### src/rtl/fft_butterfly_pipe.sv
// fft_butterfly_pipe: 3-stage radix-2 DIT butterfly with rounding, scaling, saturation and valid/ready flow control
module fft_butterfly_pipe #(
  parameter int WIDTH    = 16,
  parameter int TW_WIDTH = 16
) (
  input  logic                  clk,
  input  logic                  reset,
  input  logic                  in_valid,
  output logic                  in_ready,
  input  logic [2*WIDTH-1:0]    a,
  input  logic [2*WIDTH-1:0]    b,
  input  logic [2*TW_WIDTH-1:0] twiddle,
  input  logic                  scale,
  input  logic                  inverse,
  output logic                  out_valid,
  input  logic                  out_ready,
  output logic [2*WIDTH-1:0]    aout,
  output logic [2*WIDTH-1:0]    bout,
  output logic                  ovf,
  input  logic                  clear_ovf
);
  localparam int PW = WIDTH + TW_WIDTH;
  localparam int SW = PW + 1;
  localparam int RW = WIDTH + 2;
  localparam logic signed [SW-1:0] RND = SW'(1) <<< (TW_WIDTH - 2);
  localparam logic signed [RW-1:0] MAXV = RW'((1 << (WIDTH - 1)) - 1);
  localparam logic signed [RW-1:0] MINV = -MAXV - RW'(1);
  localparam logic signed [TW_WIDTH-1:0] TMIN = {1'b1, {(TW_WIDTH-1){1'b0}}};
  localparam logic signed [TW_WIDTH-1:0] TMAX = ~TMIN;

  // Returns {clipped, value}
  function automatic logic [WIDTH:0] sat(input logic signed [RW-1:0] x);
    return x > MAXV ? {1'b1, MAXV[WIDTH-1:0]} :
           x < MINV ? {1'b1, MINV[WIDTH-1:0]} : {1'b0, x[WIDTH-1:0]};
  endfunction

  function automatic logic [WIDTH:0] fin(input logic signed [WIDTH:0] s, input logic sc);
    return sc ? {1'b0, WIDTH'((RW'(s) + RW'(1)) >>> 1)} : sat(RW'(s));
  endfunction

  logic adv;
  logic s1_v_q, s1_v_d, s1_sc_q, s1_sc_d, s1_inv_q, s1_inv_d;
  logic [2*WIDTH-1:0] s1_a_q, s1_a_d, s1_b_q, s1_b_d;
  logic [2*TW_WIDTH-1:0] s1_w_q, s1_w_d;
  logic s2_v_q, s2_v_d, s2_sc_q, s2_sc_d;
  logic [2*WIDTH-1:0] s2_a_q, s2_a_d;
  logic signed [PW-1:0] s2_rr_q, s2_rr_d, s2_ii_q, s2_ii_d, s2_ri_q, s2_ri_d, s2_ir_q, s2_ir_d;
  logic out_valid_q, out_valid_d, ovf_q, ovf_d;
  logic [2*WIDTH-1:0] aout_q, aout_d, bout_q, bout_d;
  logic signed [WIDTH-1:0] br, bi, ar, ai, qr, qi;
  logic signed [TW_WIDTH-1:0] wr, wi;
  logic signed [SW-1:0] pr, pi;
  logic [WIDTH:0] prs, pis, o0, o1, o2, o3;

  always_comb begin
    adv = ~out_valid_q | out_ready;
    s1_v_d = adv ? in_valid : s1_v_q;
    s1_a_d = adv ? a : s1_a_q;
    s1_b_d = adv ? b : s1_b_q;
    s1_w_d = adv ? twiddle : s1_w_q;
    s1_sc_d = adv ? scale : s1_sc_q;
    s1_inv_d = adv ? inverse : s1_inv_q;
    br = s1_b_q[2*WIDTH-1:WIDTH];
    bi = s1_b_q[WIDTH-1:0];
    wr = s1_w_q[2*TW_WIDTH-1:TW_WIDTH];
    wi = s1_w_q[TW_WIDTH-1:0];
    wi = s1_inv_q ? (wi == TMIN ? TMAX : -wi) : wi;
    s2_v_d = adv ? s1_v_q : s2_v_q;
    s2_a_d = adv ? s1_a_q : s2_a_q;
    s2_sc_d = adv ? s1_sc_q : s2_sc_q;
    s2_rr_d = adv ? PW'(br) * PW'(wr) : s2_rr_q;
    s2_ii_d = adv ? PW'(bi) * PW'(wi) : s2_ii_q;
    s2_ri_d = adv ? PW'(br) * PW'(wi) : s2_ri_q;
    s2_ir_d = adv ? PW'(bi) * PW'(wr) : s2_ir_q;
    ar = s2_a_q[2*WIDTH-1:WIDTH];
    ai = s2_a_q[WIDTH-1:0];
    pr = SW'(s2_rr_q) - SW'(s2_ii_q) + RND;
    pi = SW'(s2_ri_q) + SW'(s2_ir_q) + RND;
    prs = sat(RW'(pr >>> (TW_WIDTH - 1)));
    pis = sat(RW'(pi >>> (TW_WIDTH - 1)));
    qr = prs[WIDTH-1:0];
    qi = pis[WIDTH-1:0];
    o0 = fin((WIDTH+1)'(ar) + (WIDTH+1)'(qr), s2_sc_q);
    o1 = fin((WIDTH+1)'(ai) + (WIDTH+1)'(qi), s2_sc_q);
    o2 = fin((WIDTH+1)'(ar) - (WIDTH+1)'(qr), s2_sc_q);
    o3 = fin((WIDTH+1)'(ai) - (WIDTH+1)'(qi), s2_sc_q);
    out_valid_d = adv ? s2_v_q : out_valid_q;
    aout_d = (adv & s2_v_q) ? {o0[WIDTH-1:0], o1[WIDTH-1:0]} : aout_q;
    bout_d = (adv & s2_v_q) ? {o2[WIDTH-1:0], o3[WIDTH-1:0]} : bout_q;
    ovf_d = (adv & s2_v_q & (prs[WIDTH] | pis[WIDTH] | o0[WIDTH] | o1[WIDTH] | o2[WIDTH] | o3[WIDTH]))
          | (ovf_q & ~clear_ovf);
  end

  always_ff @(posedge clk) begin
    if (reset) begin
      s1_v_q <= 1'b0;
      s2_v_q <= 1'b0;
      out_valid_q <= 1'b0;
      aout_q <= '0;
      bout_q <= '0;
      ovf_q <= 1'b0;
    end else begin
      s1_v_q <= s1_v_d;
      s2_v_q <= s2_v_d;
      out_valid_q <= out_valid_d;
      aout_q <= aout_d;
      bout_q <= bout_d;
      ovf_q <= ovf_d;
    end
  end

  always_ff @(posedge clk) begin
    s1_a_q <= s1_a_d;
    s1_b_q <= s1_b_d;
    s1_w_q <= s1_w_d;
    s1_sc_q <= s1_sc_d;
    s1_inv_q <= s1_inv_d;
    s2_a_q <= s2_a_d;
    s2_sc_q <= s2_sc_d;
    s2_rr_q <= s2_rr_d;
    s2_ii_q <= s2_ii_d;
    s2_ri_q <= s2_ri_d;
    s2_ir_q <= s2_ir_d;
  end

  assign in_ready = adv;
  assign out_valid = out_valid_q;
  assign aout = aout_q;
  assign bout = bout_q;
  assign ovf = ovf_q;
endmodule
### config.mk
export PLATFORM = sky130hd
export DESIGN_NAME = fft_butterfly_pipe
export DESIGN_NICKNAME = d
export VERILOG_FILES = /design/src/rtl/fft_butterfly_pipe.sv
export SDC_FILE = /design/constraint.sdc
export NUM_CORES = 2
export LEC_CHECK = 0
export ABC_AREA = 1
export BUFFER_PORTS_ARGS = -buffer_cell sky130_fd_sc_hd__buf_4
export CORE_ASPECT_RATIO = 1.1
export CORE_MARGIN = 2
export CORE_UTILIZATION = 30
export CTS_CLUSTER_SIZE = 16
export DETAILED_ROUTE_END_ITERATION = 16
export PLACE_DENSITY = 0.53
export REMOVE_ABC_BUFFERS = 1
export SLEW_MARGIN = 20
export SYNTH_ARGS = -nofsm -noshare
export SYNTH_HDL_FRONTEND = slang
export SYNTH_SLANG_ARGS = --single-unit
### constraint.sdc
create_clock -name clk -period 21.4 [get_ports clk]
set_input_delay 5.35 -clock clk [delete_from_list [all_inputs] [get_ports clk]]
set_output_delay 5.35 -clock clk [all_outputs]
set_load 0.03 [all_outputs]
==> out/qor.csv <==
metric,value,unit
status,completed,
holdCritPathClass,reg2reg,
yosysMostFrequentCell,inv_1,
critPathMaxFanout,31,
worstSetupPathType,in2out,
ys.warnings.count,0,
worst-path-buf-inv,3,
worstPathArrival,6510,ps
clkLatencyLatePin,650,ps
reg2reg_to,s2_ri_q[31]$_DFFE_PN_,
die_w,430,microns
grt_overflow,0,
syn_area_per_cell,8.32,sq um
topRoutingLayerUsed,met4,
cp.required,16050,ps
whs_endpoint,s2_a_q[28]$_DFFE_PN_,
critical_path.max_stage_delay,500,ps
rows,172,
cp-start-kind,primary input,
grt_pass1_vias,49355,
synth_area_leaders,"fa_1, edfxtp_1, inv_1",
r2r_slack,12760,ps
final_util,32.9,%
routed-via-count,46571,
viasPerCell,4.70,
clk_pin_slew,60,ps
layout-drive-gt1-share,5.77,%
detailed_place_hpwl,143000,microns
ant_nets,0,
clock-root-buffer,clkbuf_16,
period_needed,11860,ps
finalWorstSetupSlack,9540,ps
min-delay-start,s1_a_q[28]$_DFFE_PN_,
grtUsageTotal,17.7,%
core,199000,sq um
reg2reg_depth,31,
synth_edf_count,259,
htree_levels,2,
drtIter0Drc,2988,
routed_wirelength,176000,microns
yosysTopAreaCellShare,35.1,%
port_buffers,169,
ctsHoldBuffers,0,
rsz0062_at_grt,no,
wl_met2,85700,microns
syn_inst,7210,
cpMostUsedCell,buf_4,
post_cts_buffers,0,
cts_num_sinks,327,
fp.dieH,473,microns
finalSetupViolCount,0,
start_util,30.1,%
grt_first_pass_wirelength,280000,microns
hold_depth,0,
ys_dominant_reg_cell,edfxtp_1,
clockBufferDepth,3,
tightest_slew,1150,ps
io_pins,170,
ys_seq_elements,327,
drc,0,
grt_max_degree,89,
critical_path.top_delay_family,buffers and inverters,
synthesis.area,60000,sq um
area_delta_synth_final,9.20,%
cp-startpoint,out_ready,
path_cells,buf_4 -> nor2_1 -> inv_8 -> buf_4,
slew_headroom,22.9,%
period_share,55.4,%
maxCapViolCount,0,
ys_seq_area_share,15.2,%
finalWeightedCongestion,0.886,
cts_tree,done,
antenna_found_initial,1,
ctsResizeCount,0,
holdWs,411,ps
dieArea,204000,sq um
max_freq,84.4,MHz
firstDrtPassIters,7,
ys_top_cells_by_count,"inv_1, nand2_1, fa_1",
numCtsBuffers,42,
routedWlPerCell,17.8,microns
place_ws,9540,ps
drt-met1-wl,75500,microns
synth_cell_types,62,
crit_slowest_cell,nor2_1,
end_kind,output pin,
maxSlewViolCount,0,
r2r_start,s1_w_q[0]$_DFFE_PN_,
hold_viol,0,
nNetsFinal,8950,
fin_skew,40.3,ps
synthArstFlopShare,0,%
met3WireLength,9360,microns
tns,0,ps
yosys.area.top_type,fa_1,
cells in the final DEF, fill, tap and decap left out, types with 148 or more instances in the layout:
| cell | Yosys | routed |
|---|---|---|
| edfxtp_1 | 259 | 259 |
| nand3_1 | 148 | 148 |
| nand2_1 | 1605 | 1605 |
| ha_1 | 530 | 530 |
| a21oi_1 | 320 | 320 |
| nor2_1 | 403 | 398 |
| inv_1 | 1782 | 1781 |
| fa_1 | 1052 | 1052 |
| o21ai_0 | 198 | 197 |
| buf_4 | 4 | 248 |
metal layers:
layer,vias up,track usage [%]
met3,246,2.10
met2,1248,30.6
li1,21742,-
met4,0,5.22
met5,-,0
met1,23335,23.0
sequential cells by signal, summed over array words and instances, names as in the netlist, 32 cells and up:
register and flops:
s2_ii_q 32, s1_b_q 32, s1_w_q 32, bout 32, s2_a_q 32, s2_ir_q 32, aout 32, s2_rr_q 32
s2_ri_q 32, s1_a_q 32
area by class of cell:
cell class                      count  area, sq um
Fill cell                       21169       134000
Multi-Input combinational cell   4842        43100
Sequential cell                   327         9140
Inverter                         1803         6780
Tap cell                         2610         3270
Timing Repair Buffer              249         1870
Clock buffer                       52         1100
Clock inverter                     26          255
Antenna cell                        1         2.50
stage by stage:
| step | instances | cell area (sq um) |
|---|---|---|
| final | 9910 | 65500 |
| after global routing | 9909 | 65500 |
| after CTS | 9909 | 65500 |
| after detailed placement | 9831 | 64100 |
| after global placement | 9831 | 64100 |
| after floorplan | 6972 | 59000 |
worst max-delay path by stage:
stage | to | slack [ps] | cells past startpoint
floorplan | in_ready | 5420 | 2
CTS | in_ready | 9530 | 4
global placement | in_ready | 9540 | 4
finish | in_ready | 9540 | 4
global route | in_ready | 9440 | 4
detailed placement | in_ready | 9540 | 4
logic make-up after synthesis:
| kind of cell | after synthesis | share of synthesized area (%) |
|---|---|---|
| xor+xnor | 214 | 3.14 |
| buf+inv | 2041 | 13.0 |
| flops | 327 | 15.2 |
| simple gates | 2331 | 15.8 |
| fa+ha+maj | 1582 | 46.2 |
| compound gates | 715 | 6.67 |
Power is left out: the tool's default activity adds up to more than one toggle a clock period on the data nets, which glitch-free logic cannot reach.
